===== src/rtl/uart_rx_pack.sv =====
// Packs four received UART bytes (LSB first) into a 32-bit RX FIFO word.
// Parity-bad or FIFO-full words are dropped with sticky flags; stalled partial words time out.
module uart_rx_pack #(
    parameter int STARTUP_CYC = 65535,
    parameter int TIMEOUT_CYC = 2000
) (
    input  logic        clk_i,
    input  logic        rstn_i,
    input  logic        uart_rxvld_i,
    input  logic [7:0]  uart_rxdata_i,
    input  logic        uart_rxerr_i,
    input  logic        uart_rxfifo_full_i,
    output logic        uart_rxfifo_wren_o,
    output logic [31:0] uart_rxfifo_wdata_o,
    input  logic        uart_flag_clr_i,
    output logic        uart_rx_ovf_o,
    output logic        uart_rx_perr_o,
    output logic        uart_rx_tmo_o,
    output logic [1:0]  uart_rx_cnt_o
);

    localparam int SW = $clog2(STARTUP_CYC + 1);
    localparam int TW = $clog2(TIMEOUT_CYC + 1);

    typedef enum logic [1:0] {S_WAIT, S_IDLE, S_COLLECT} state_t;

    state_t        state, state_d;
    logic [SW-1:0] start_cnt, start_d;
    logic [TW-1:0] gap, gap_d;
    logic [1:0]    byte_cnt, cnt_d;
    logic          err_q, err_d;
    logic [23:0]   wbuf, wbuf_d;
    logic [31:0]   wdata_q, wdata_d;
    logic          wren_d, tmo_d, ovf_d, perr_d;

    always_comb begin
        state_d = state;
        start_d = start_cnt;
        gap_d   = gap;
        cnt_d   = byte_cnt;
        err_d   = err_q;
        wbuf_d  = wbuf;
        wdata_d = wdata_q;
        wren_d  = 1'b0;
        tmo_d   = 1'b0;
        // Clear first so a set event later in this block takes priority.
        ovf_d   = uart_rx_ovf_o  & ~uart_flag_clr_i;
        perr_d  = uart_rx_perr_o & ~uart_flag_clr_i;
        case (state)
            S_WAIT: begin
                if (start_cnt == SW'(STARTUP_CYC - 1)) begin
                    state_d = S_IDLE;
                    start_d = '0;
                end else begin
                    start_d = start_cnt + 1'b1;
                end
            end
            S_IDLE: begin
                if (uart_rxvld_i) begin
                    wbuf_d[7:0] = uart_rxdata_i;
                    cnt_d       = 2'd1;
                    err_d       = uart_rxerr_i;
                    gap_d       = '0;
                    state_d     = S_COLLECT;
                end
            end
            S_COLLECT: begin
                if (uart_rxvld_i) begin
                    gap_d = '0;
                    if (byte_cnt == 2'd3) begin
                        cnt_d   = 2'd0;
                        err_d   = 1'b0;
                        state_d = S_IDLE;
                        if (err_q | uart_rxerr_i) begin
                            perr_d = 1'b1;
                        end else if (uart_rxfifo_full_i) begin
                            ovf_d = 1'b1;
                        end else begin
                            wren_d  = 1'b1;
                            wdata_d = {uart_rxdata_i, wbuf};
                        end
                    end else begin
                        wbuf_d[{byte_cnt, 3'b000} +: 8] = uart_rxdata_i;
                        err_d = err_q | uart_rxerr_i;
                        cnt_d = byte_cnt + 2'd1;
                    end
                end else if (gap == TW'(TIMEOUT_CYC - 1)) begin
                    tmo_d   = 1'b1;
                    cnt_d   = 2'd0;
                    err_d   = 1'b0;
                    gap_d   = '0;
                    state_d = S_IDLE;
                end else begin
                    gap_d = gap + 1'b1;
                end
            end
            default: state_d = S_WAIT;
        endcase
    end

    always_ff @(posedge clk_i or negedge rstn_i) begin
        if (!rstn_i) begin
            state              <= S_WAIT;
            start_cnt          <= '0;
            gap                <= '0;
            byte_cnt           <= 2'd0;
            err_q              <= 1'b0;
            wbuf               <= '0;
            wdata_q            <= '0;
            uart_rxfifo_wren_o <= 1'b0;
            uart_rx_tmo_o      <= 1'b0;
            uart_rx_ovf_o      <= 1'b0;
            uart_rx_perr_o     <= 1'b0;
        end else begin
            state              <= state_d;
            start_cnt          <= start_d;
            gap                <= gap_d;
            byte_cnt           <= cnt_d;
            err_q              <= err_d;
            wbuf               <= wbuf_d;
            wdata_q            <= wdata_d;
            uart_rxfifo_wren_o <= wren_d;
            uart_rx_tmo_o      <= tmo_d;
            uart_rx_ovf_o      <= ovf_d;
            uart_rx_perr_o     <= perr_d;
        end
    end

    assign uart_rxfifo_wdata_o = wdata_q;
    assign uart_rx_cnt_o       = byte_cnt;

endmodule

===== config.mk =====
export PLATFORM = sky130hd
export DESIGN_NAME = uart_rx_pack
export DESIGN_NICKNAME = d
export VERILOG_FILES = /design/src/rtl/uart_rx_pack.sv
export SDC_FILE = /design/constraint.sdc
export NUM_CORES = 1
export LEC_CHECK = 0
export BUFFER_PORTS_ARGS = -buffer_cell sky130_fd_sc_hd__buf_4
export CORE_ASPECT_RATIO = 1.5
export CORE_MARGIN = 2
export CORE_UTILIZATION = 62
export DETAILED_ROUTE_END_ITERATION = 8
export PLACE_DENSITY = 0.9
export SYNTH_ARGS = -nofsm -noshare
export SYNTH_HDL_FRONTEND = slang
export SYNTH_SLANG_ARGS = --single-unit

===== constraint.sdc =====
create_clock -name clk_i -period 4.65 [get_ports clk_i]
set_input_delay 0.93 -clock clk_i [delete_from_list [all_inputs] [get_ports clk_i]]
set_output_delay 0.93 -clock clk_i [all_outputs]
set_load 0.02 [all_outputs]

Word-level counts from Yosys, hierarchy flattened
Index checks and enable logic that the tools add are counted.
{"block": "word_totals", "regBits": 92, "in_bits": 14, "output_inout_bits": 38, "elab_cells": 87}
{"block": "classes", "add_sub_neg": 4, "n_eq_ne": 11, "shifts": 2, "muxes": 43, "n_bitwise": 7, "n_reduce_logical": 8}
{"operator": "11-bit 2-to-1 mux", "n": 3}
{"operator": "24-bit bitwise mux", "n": 1}
{"operator": "8-bit 2-to-1 mux", "n": 3}
{"operator": "8-bit by 7-bit variable shift with 24-bit output, first input constant", "n": 1}
{"operator": "8-bit by 7-bit variable part select with 24-bit output", "n": 1}
{"operator": "11-bit one-hot mux with 2 select lines", "n": 1}
{"operator": "1-bit 2-to-1 mux", "n": 21}
{"operator": "2-bit 2-to-1 mux", "n": 9}
{"operator": "16-bit by 1-bit adder with 16-bit output, second input constant", "n": 1}
{"operator": "16-bit equality test, second input constant", "n": 1}
{"operator": "16-bit 2-to-1 mux", "n": 1}
{"operator": "8-bit one-hot mux with 2 select lines", "n": 1}
{"operator": "11-bit by 1-bit adder with 11-bit output, second input constant", "n": 1}
{"operator": "11-bit equality test, second input constant", "n": 1}
{"operator": "2-bit != test, second input constant", "n": 4}
{"operator": "4-bit AND reduction", "n": 2}
{"operator": "5-bit negator with 7-bit output", "n": 1}
{"operator": "3-bit != test, second input constant", "n": 2}
{"operator": "2-bit one-hot mux with 3 select lines", "n": 1}
{"operator": "3-bit AND reduction", "n": 2}
{"operator": "5-bit AND reduction", "n": 1}
{"operator": "2-bit equality test, second input constant", "n": 2}
{"operator": "1-bit inverter", "n": 4}
{"operator": "2-bit one-hot mux with 2 select lines", "n": 1}
{"operator": "other kinds (8)", "n": 9}

Longest topological paths before layout
Gate-level depths: netlist (run 1).
{"block": "depth", "word_depth": 7, "ltp_mapped": 7}

Worst setup path before layout (run 1)
Ideal clock, no wire load.
{"block": "synth_path", "path_type": "input port to flip-flop", "from": "input port uart_rxerr_i", "to": "register wdata_q[10] (netlist: uart_rxfifo_wdata_o[10])", "setup_ns": 0.125, "arrival_time_ns": 2.019, "required_ns": 4.525, "path_slack_ns": 2.507, "cell_stages": 5, "path_cell_list": "nor4_1 -> nor2b_1 -> buf_2 -> buf_4 -> mux2_2"}
{"block": "synth_via", "elab_chain_len": 3}
{"element": "from (decl)", "line_no": "11", "source": "input logic uart_rxerr_i,"}
{"element": "1-bit OR", "line_no": "74", "source": "if (err_q | uart_rxerr_i) begin"}
{"element": "1-bit inverter (no source line)"}
{"element": "5-bit AND reduction (no source line)"}
{"element": "to (signal assigned)", "line_no": "121", "source": "wdata_q <= wdata_d;"}
{"element": "to (decl)", "line_no": "33", "source": "logic [31:0] wdata_q, wdata_d;"}
No other way between the ends.
A chain may end at the register's enable or synchronous reset.

Final worst setup path (run 1)
{"block": "layout_path", "from": "register byte_cnt[0] (netlist: uart_rx_cnt_o[0])", "to": "register wbuf[4]"}
{"block": "layout_via", "elab_chain_len": 6, "elab_cells_between_ends": 10, "cone_classes": "add/sub (1); eq/ne (2); shift (2); mux (4); reduce/logical (1)"}
{"element": "from (decl)", "line_no": "30", "source": "logic [1:0] byte_cnt, cnt_d;"}
{"element": "from (signal assigned)", "line_no": "118", "source": "byte_cnt <= cnt_d;"}
{"element": "5-bit negator with 7-bit output", "line_no": "83", "source": "wbuf_d[{byte_cnt, 3'b000} +: 8] = uart_rxdata_i;"}
{"element": "8-bit by 7-bit variable part select with 24-bit output / 8-bit by 7-bit variable shift with 24-bit output (equally long branches)", "line_no": "83"}
{"element": "24-bit bitwise mux", "line_no": "83"}
{"element": "8-bit 2-to-1 mux", "line_no": "70", "source": "if (byte_cnt == 2'd3) begin"}
{"element": "8-bit 2-to-1 mux", "line_no": "68", "source": "if (uart_rxvld_i) begin"}
{"element": "8-bit one-hot mux with 2 select lines", "line_no": "49", "source": "case (state)"}
{"element": "to (signal assigned)", "line_no": "120", "source": "wbuf <= wbuf_d;"}
{"element": "to (decl)", "line_no": "32", "source": "logic [23:0] wbuf, wbuf_d;"}
Several ways; a longest one is shown, not always the timed one. The select of a mux whose other input is x is not followed.

==> impl_metrics.env, run 1 <==
export IMPL_synth_edf_count=0
export IMPL_async_flop_share_pct=100.0
export IMPL_pwr_share_seq_pct=47.2
export IMPL_max_freq_mhz=408.0
export IMPL_switching_share_pct=35.09
export IMPL_use_met2_pct=46.73
export IMPL_synthDistinctLibCells=55
export IMPL_postCtsHoldBufs=0
export IMPL_drt_initial_drc_count=342
export IMPL_postCtsSetupRepairBufs=0
export IMPL_dp_hpwl_um=6224
export IMPL_design_die_area_um2=7354
export IMPL_core_um2=6486
export IMPL_remaining_drc_errors=0
export IMPL_end_kind="flip-flop"
export IMPL_dp_slack_ps=2131
export IMPL_syn_to_final_growth_pct=15.00
export IMPL_ant_nets=0
export IMPL_start_util_pct=63.77
export IMPL_yosys_warnings=0
export IMPL_syn_avg_cell_area_um2=11.24
export IMPL_clk_latency_ps=360
export IMPL_vias=3141
export IMPL_postSynthCellCount=368
export IMPL_grt_max_degree=93
export IMPL_layout_common_cells="dfrtp_1, buf_4, nand2_1"
export IMPL_grt_pass1_vias=3180
export IMPL_io_buffers=51
export IMPL_p_leak_nw=2.217
export IMPL_p_sw_mw=0.8154
export IMPL_path_cells="inv_1 -> ha_1 -> nor4bb_1 -> o21ai_1 -> a21oi_1 -> a22o_1"
export IMPL_h_tree_depth=3
export IMPL_maxSlewViolCount=0
export IMPL_setup_ws_ps=2199
export IMPL_cts_buffer_depth=2
export IMPL_crit_slowest_cell="a21oi_1"
export IMPL_grt_busiest_layer="met2"
export IMPL_setup_violations=0
export IMPL_ys_top_cells_by_area="dfrtp_1, mux2_2, nand2_1"
export IMPL_n_antenna_cell=0
export IMPL_synth_cell_area_um2=4136
export IMPL_use_met3_pct=4.845
export IMPL_viasPerCell=6.307
export IMPL_tightest_slew_ps=1122
export IMPL_hold_viol=0
export IMPL_die_h_um=104.0
export IMPL_cts_root_buf="clkbuf_8"
export IMPL_worst_slew_margin_rel_pct=25.20
export IMPL_critPathKind="flip-flop to flip-flop"
export IMPL_max_cap_violations=0
export IMPL_numCtsBuffers=9
export IMPL_use_met1_pct=31.98
export IMPL_power_density_nw_per_um2=488.5
export IMPL_finalCritPeriodShare_pct=52.70
export IMPL_yosys_register_bits=92
export IMPL_hp_class="flip-flop to flip-flop"
export IMPL_grt_setup_unrepaired="false"
export IMPL_wl_per_cell_um=18.91
export IMPL_io_pins=52
export IMPL_seq_area_frac_synth_pct=55.66
export IMPL_drt_total_wl_um=9415
export IMPL_power_internal_mw=1.509
export IMPL_place_congestion=0.9165
export IMPL_synth_nets=390
export IMPL_grt_usage_pct=26.90
export IMPL_grt_overflow=0
export IMPL_cts_repair_resized=0
export IMPL_cts_sinks=92
export IMPL_drive_gt1_share_pct=26.30
export IMPL_finalClockSkew_ps=3.598
export IMPL_crit_fanout=9
export IMPL_required_ps=4950
export IMPL_cts_clk_slew_worst_paths_ps=80
export IMPL_comb_power_share_pct=29.3
export IMPL_fp_row_count=36
export IMPL_crit_arrival_ps=2750
export IMPL_grt_pass1_wl_um=15620
export IMPL_drtPass1Iterations=4
export IMPL_grt_antenna_before_repair=0
export IMPL_cts_tree="done"
export IMPL_crit_path_max_incr_delay_ps=710
export IMPL_yosys_area_top_type="dfrtp_1"
export IMPL_synth_flop_cell="dfrtp_1"
export IMPL_critPathLaunchType="flip-flop"
export IMPL_outcome="complete, no violations"
export IMPL_yosys_area_top_type_share_pct=55.66
export IMPL_min_period_ps=2451
export IMPL_finish_utilization_pct=73.34
export IMPL_fin_nets=439
export IMPL_finalSetupTns_ps=0
export IMPL_power_frac_clock_pct=23.5
export IMPL_mostFrequentLayoutCell="dfrtp_1"
export IMPL_peakVddDrop_mv=0.2549
export IMPL_dieWidth_um=70.69
==> area by class of cell <==
class                   instances  area [um^2]
repair buffers                 52        390.4
multi-input cells             251         1725
inverters                      11        41.29
fillers                       426         1729
clock buffers                  12        155.1
clock inverters                 4        47.55
flip-flops and latches         92         2302
well taps                      76        95.09
==> state kept, by name, summed over array words and instances, names as in the netlist <==
name	flops
err_q	1
gap	11
start_cnt	16
state	2
uart_rx_cnt_o	2
uart_rx_ovf_o	1
uart_rx_perr_o	1
uart_rx_tmo_o	1
uart_rxfifo_wdata_o	32
uart_rxfifo_wren_o	1
wbuf	24
==> metal layers <==
metal	share of wire [%]	vias up	routed length, um
li1	-	1428	-
met1	38	1589	3544
met2	55	98	5169
met3	4.6	26	431
met4	2.9	0	270
met5	0	-	0
==> worst max-delay path, delay by kind of cell, from the launching register on <==
family,cells,cell delay [ps]
DFF,1,470
and+or+nand+nor,1,300
AOI/OAI and AO/OA,3,1250
buffers and inverters,1,180
adders and majority gates,1,190
==> cells in the mapped netlist, types with 2 or more instances <==
| library cell | instances |
|---|---|
| a2111oi_0 | 2 |
| a21oi_1 | 6 |
| a22o_1 | 9 |
| a31oi_1 | 3 |
| and2_1 | 3 |
| and4_1 | 3 |
| buf_2 | 5 |
| buf_4 | 3 |
| clkbuf_1 | 6 |
| dfrtp_1 | 92 |
| ha_1 | 8 |
| inv_1 | 11 |
| mux2_2 | 32 |
| nand2_1 | 48 |
| nand3_1 | 13 |
| nand4_1 | 10 |
| nor2_1 | 18 |
| nor2b_1 | 4 |
| nor3_1 | 5 |
| o2111ai_1 | 2 |
| o211ai_1 | 2 |
| o21ai_0 | 28 |
| o21ai_1 | 2 |
| o22ai_1 | 2 |
| o31ai_1 | 6 |
| o41a_1 | 2 |
| o41ai_1 | 2 |
| or3_1 | 2 |
| or4_1 | 3 |
| xnor2_1 | 4 |
| xor2_1 | 8 |
==> power groups by stage <==
stage	logic (mW)	registers, mW	clock network [mW]
global route	0.753	1.12	0.588
detailed placement	0.667	1.11	0
global placement	0.638	1.09	0
finish	0.681	1.10	0.547
CTS	0.680	1.09	0.554
floorplan	0.403	1.13	0
==> per-stage QoR <==
stage | instance area (um^2) | hold WS, ps | power, mW | instances
after floorplan | 4136 | 444.4 | 1.533 | 368
after global placement | 4554 | 456.8 | 1.730 | 482
after detailed placement | 4554 | 468.1 | 1.774 | 482
after CTS | 4757 | 491.8 | 2.327 | 498
after global routing | 4757 | 514.5 | 2.456 | 498
final | 4757 | 492.3 | 2.324 | 498
==> logic make-up after synthesis <==
logic type	synth area share, %
mux	9.074
fa+ha+maj	2.420
simple gates	15.52
xor+xnor	2.541
compound gates	12.10
buf+inv	2.692
flops	55.66
==> path summary, 6_finish.rpt <==
kind	from	to	slack, ps	depth (start not counted)
max in group asynchronous	rstn_i	wbuf[16]	3160	1
worst min register to register	wbuf[18]	wbuf[18]	490	2
min in group asynchronous	rstn_i	uart_rxfifo_wdata_o[9]	750	1
worst min-delay path	wbuf[18]	wbuf[18]	490	2
worst max-delay path	uart_rx_cnt_o[0]	wbuf[4]	2200	6
worst max register to register	uart_rx_cnt_o[0]	wbuf[4]	2200	6
(Power assumes the default switching activity.)
==> run 2: changes to the inputs <==
CORE_UTILIZATION = 57   (was 62)
PLACE_DENSITY = 0.84   (was 0.9)
clock period = 2.3 ns   (was 4.65 ns; I/O delays follow)
==> run 2 against run 1 <==
Net effect: maximum frequency up 15%; power up 110%; design area up 3.2%; die area up 8.4%; combinational power up 120%; non-clock buffer count up 12; critical path depth unchanged; global-route usage down 2.0 points; clock power up 130%; critical endpoint is now uart_rxfifo_wdata_o[11]; wire length down 2.1%; sequential share of layout area down 1.5 points.
==> impl_metrics.env, run 2 (same netlist as run 1, synthesis figures left out) <==
export IMPL_outcome="complete, no violations"
export IMPL_drtPass1Iterations=4
export IMPL_fp_row_count=38
export IMPL_io_pins=52
export IMPL_critPathKind="flip-flop to flip-flop"
export IMPL_finalSetupTns_ps=0
export IMPL_largest_register_ffs=32
export IMPL_max_cap_violations=0
export IMPL_layout_common_cells="dfrtp_1, buf_4, nand2_1"
export IMPL_remaining_drc_errors=0
export IMPL_tightest_slew_ps=642.2
export IMPL_cts_clk_slew_worst_paths_ps=90
export IMPL_rrSetupSlack_ps=170
export IMPL_dp_slack_ps=188.5
export IMPL_p_leak_nw=2.298
export IMPL_ant_nets=0
export IMPL_cts_sinks=92
export IMPL_finalCritPeriodShare_pct=92.63
export IMPL_drive_gt1_share_pct=28.34
export IMPL_end_kind="flip-flop"
export IMPL_start_util_pct=58.00
export IMPL_fin_nets=451
export IMPL_grt_pass1_wl_um=15020
export IMPL_mostFrequentLayoutCell="dfrtp_1"
export IMPL_vias=3105
export IMPL_n_antenna_cell=0
export IMPL_crit_arrival_ps=2380
export IMPL_postCtsSetupRepairBufs=0
export IMPL_design_area_um2=4910
export IMPL_place_congestion=0.8266
export IMPL_min_period_ps=2130
export IMPL_dp_hpwl_um=6455
export IMPL_io_buffers=51
export IMPL_required_ps=2550
export IMPL_viasPerCell=6.041
export IMPL_hold_viol=0
export IMPL_crit_fanout=33
export IMPL_syn_to_final_growth_pct=18.69
export IMPL_cts_buffer_depth=2
export IMPL_design_die_area_um2=7969
export IMPL_timing_rr_start="uart_rx_cnt_o[0]"
export IMPL_clk_latency_ps=360
export IMPL_wl_per_cell_um=17.94
export IMPL_setup_ws_ps=169.5
export IMPL_grt_overflow=0
export IMPL_worstHoldStart="uart_flag_clr_i"
export IMPL_finalClockSkew_ps=10.76
export IMPL_grt_antenna_before_repair=0
export IMPL_power_density_nw_per_um2=1003
export IMPL_grt_pass1_vias=3104
export IMPL_cts_tree="done"
export IMPL_peakVddDrop_mv=0.4583
export IMPL_drt_initial_drc_count=226
export IMPL_core_um2=7132
export IMPL_cts_root_buf="clkbuf_8"
export IMPL_die_h_um=108.3
export IMPL_dieWidth_um=73.56
export IMPL_post_dp_cell_area_um2=4667
export IMPL_worst_slew_margin_rel_pct=56.82
export IMPL_grt_setup_unrepaired="false"
export IMPL_grt_max_degree=44
export IMPL_startpoint="uart_rx_cnt_o[0]"
export IMPL_maxSlewViolCount=0
export IMPL_hp_class="primary input to flip-flop"
export IMPL_h_tree_depth=3
export IMPL_setup_violations=0
export IMPL_max_freq_mhz=469.4
export IMPL_critPathLaunchType="flip-flop"
export IMPL_numCtsBuffers=9
export IMPL_grt_usage_pct=24.90
export IMPL_finalPower_mw=4.924
export IMPL_drt_total_wl_um=9221
-- run 2: final timing paths --
check | end | cells past startpoint
hold / removal | uart_rx_perr_o | 2
min in group asynchronous | uart_rxfifo_wdata_o[6] | 2
setup / recovery | uart_rxfifo_wdata_o[11] | 6
hold reg to reg | wbuf[16] | 2
setup reg to reg | uart_rxfifo_wdata_o[11] | 6
max in group asynchronous | gap[5] | 3
-- run 2: layout make-up --
type | count | area, um^2
sequential | 92 | 2302
fill | 506 | 2222
multi-input combinational | 251 | 1725
timing repair buffer | 64 | 508.0
clock buffer | 10 | 137.6
tap | 80 | 100.1
clock inverter | 6 | 95.09
inverter | 11 | 41.29
-- run 2: where the power goes --
group / internal (mW) / total, mW / switching, mW / leakage [nW]
Clock: 0.653 / 1.25 / 0.594 / 0.117
Sequential: 1.94 / 2.21 / 0.266 / 1.24
Combinational: 0.631 / 1.47 / 0.839 / 0.935
-- run 2: routing by layer --
layer,vias to the layer above,part of all wire [%],track usage [%]
met3,15,3.9,3.914
met4,0,2.6,11.69
met2,97,56,44.52
met1,1546,38,28.32
met5,-,0,0
li1,1447,-,-
-- run 2: worst max-delay path: stages, from the launching register on --
cell,delay [ps]
dfrtp_1,470
ha_1,310
nand2_1,100
nor4_1,270
nor2b_2,260
buf_12,220
mux2_2,370
-- run 2: through the flow --
step	hold slack [ps]	instances	util, %
4_1_cts	273.8	514	68.84
6_report	282.9	514	68.84
5_1_grt	282.1	514	68.84
2_1_floorplan	164.4	368	-
3_3_place_gp	392.9	497	65.44
3_5_place_dp	391.8	497	65.44
-- run 2: what timing repair did --
item	CTS	global route
hold buffers	1	0
hold endpoints to repair	7	0
gates resized for setup	0	0
==> run 3: changes to the inputs <==
==> constraint.sdc (replaced) <==
create_clock -name clk_i -period 2.3 [get_ports clk_i]
set_input_delay 0.345 -clock clk_i [delete_from_list [all_inputs] [get_ports clk_i]]
set_output_delay 0.345 -clock clk_i [all_outputs]
set_load 0.02 [all_outputs]
==> run 3 against run 2 <==
Net effect: non-clock buffer count is 1 lower; final cell count is 0.39% lower; design area is 0.79% lower; first-iteration DRC count is 10% higher; combinational power hardly changed; clock skew is 3.9 ps lower; wire length is 3.3% lower; count of clock-buffer cells in the layout is 2 higher; via count is 0.74% lower; die area stayed put; global-route usage is 0.93 points lower; critical endpoint is now uart_rxfifo_wdata_o[19].
==> impl_metrics.env, run 3 (same netlist as run 1, synthesis figures left out) <==
export IMPL_critPathLaunchType="flip-flop"
export IMPL_cts_sinks=92
export IMPL_grt_overflow=0
export IMPL_die_h_um=108.3
export IMPL_worst_slew_margin_rel_pct=57.54
export IMPL_crit_path_max_incr_delay_ps=490
export IMPL_layout_common_cells="dfrtp_1, buf_4, nand2_1"
export IMPL_cts_buffer_depth=2
export IMPL_finalClockSkew_ps=6.823
export IMPL_drive_gt1_share_pct=27.78
export IMPL_p_leak_nw=2.275
export IMPL_place_congestion=0.8279
export IMPL_whs_ps=165.4
export IMPL_hold_viol=0
export IMPL_grt_antenna_before_repair=0
export IMPL_fin_nets=450
export IMPL_path_cells="ha_1 -> nand2_1 -> nor4_1 -> nor2b_2 -> buf_12 -> mux2_2"
export IMPL_finalCritPeriodShare_pct=92.85
export IMPL_dp_hpwl_um=6391
export IMPL_drt_total_wl_um=8914
export IMPL_setup_violations=0
export IMPL_grt_setup_unrepaired="false"
export IMPL_cts_tree="done"
export IMPL_cts_clk_slew_worst_paths_ps=90
export IMPL_grt_usage_pct=23.97
export IMPL_cts_root_buf="clkbuf_8"
export IMPL_finalSetupTns_ps=0
export IMPL_wl_per_cell_um=17.41
export IMPL_grt_max_degree=38
export IMPL_tightest_slew_ps=631.5
export IMPL_postCtsSetupRepairBufs=0
export IMPL_drtPass1Iterations=4
export IMPL_crit_slowest_cell="dfrtp_1"
export IMPL_viasPerCell=6.020
export IMPL_io_pins=52
export IMPL_peakVddDrop_mv=0.4792
export IMPL_io_buffers=51
export IMPL_vias=3082
export IMPL_mostFrequentLayoutCell="dfrtp_1"
export IMPL_crit_arrival_ps=2380
export IMPL_critPathKind="flip-flop to flip-flop"
export IMPL_drt_initial_drc_count=249
export IMPL_numCtsBuffers=9
export IMPL_design_die_area_um2=7969
export IMPL_required_ps=2550
export IMPL_hp_class="primary input to flip-flop"
export IMPL_dieWidth_um=73.56
export IMPL_crit_fanout=33
export IMPL_ant_nets=0
export IMPL_max_cap_violations=0
export IMPL_core_um2=7132
export IMPL_power_density_nw_per_um2=978.9
export IMPL_outcome="complete, no violations"
export IMPL_remaining_drc_errors=0
export IMPL_end_kind="flip-flop"
export IMPL_fp_row_count=38
export IMPL_min_period_ps=2136
export IMPL_clk_latency_ps=360
export IMPL_syn_to_final_growth_pct=17.76
export IMPL_largest_register_ffs=32
export IMPL_postCtsHoldBufs=1
export IMPL_grt_pass1_wl_um=14530
export IMPL_start_util_pct=58.00
export IMPL_grt_pass1_vias=3046
export IMPL_n_antenna_cell=0
export IMPL_max_freq_mhz=468.3
export IMPL_maxSlewViolCount=0
export IMPL_cts_repair_resized=0
export IMPL_h_tree_depth=3
==> run 3: cell types whose count changed in the layout (fill, tap and decap cells not counted), sizes merged <==
cell,change
clkbuf,+2
inv,-2
bufinv,-1
clkinv,-1
clkinvlp,+1
buf,-1
==> run 3: routing by layer <==
metal	vias up	wire, um	GRT usage (%)
li1	1450	-	-
met1	1525	3506	29.10
met2	85	4742	40.63
met3	22	380	3.541
met4	0	284	12.21
met5	-	0	0
==> run 3: worst max-delay path: cells and delay by family, from the launching register on <==
kind / cells / cell delay, ps
simple gates: 3 / 620
flops: 1 / 490
buf+inv: 1 / 210
fa+ha+maj: 1 / 320
mux: 1 / 360
==> run 3: worst paths after layout <==
path	start	to	slack, ps	cells past startpoint
min	uart_flag_clr_i	uart_rx_perr_o	170	2
max reg2reg	uart_rx_cnt_o[0]	uart_rxfifo_wdata_o[19]	160	6
max in group asynchronous	rstn_i	wbuf[4]	1160	3
min in group asynchronous	rstn_i	uart_rxfifo_wdata_o[9]	480	2
min reg2reg	wbuf[18]	wbuf[18]	480	2
max	uart_rx_cnt_o[0]	uart_rxfifo_wdata_o[19]	160	6
==> run 3: per-stage QoR <==
step	setup slack (ps)	cell area [um^2]	util, %	std cells	power (mW)
floorplan	319.3	4136	-	368	3.099
global placement	237.7	4659	65.33	496	3.607
detailed placement	222.0	4659	65.33	496	3.679
CTS	184.4	4871	68.30	512	4.783
global route	31.21	4871	68.30	512	5.035
finish	164.5	4871	68.30	512	4.768
==> run 3: layout make-up <==
class / count / area (um^2)
timing repair buffer: 63 / 500.5
sequential: 92 / 2302
fill: 503 / 2261
inverter: 11 / 41.29
tap: 80 / 100.1
clock buffer: 12 / 155.1
clock inverter: 3 / 46.29
multi-input combinational: 251 / 1725
==> run 3: report_power, final <==
group          leakage, nW  total (mW)  internal, mW  switching, mW
clock               0.0987        1.11         0.558          0.552
combinational        0.931        1.47         0.630          0.843
sequential            1.24        2.19          1.94          0.246
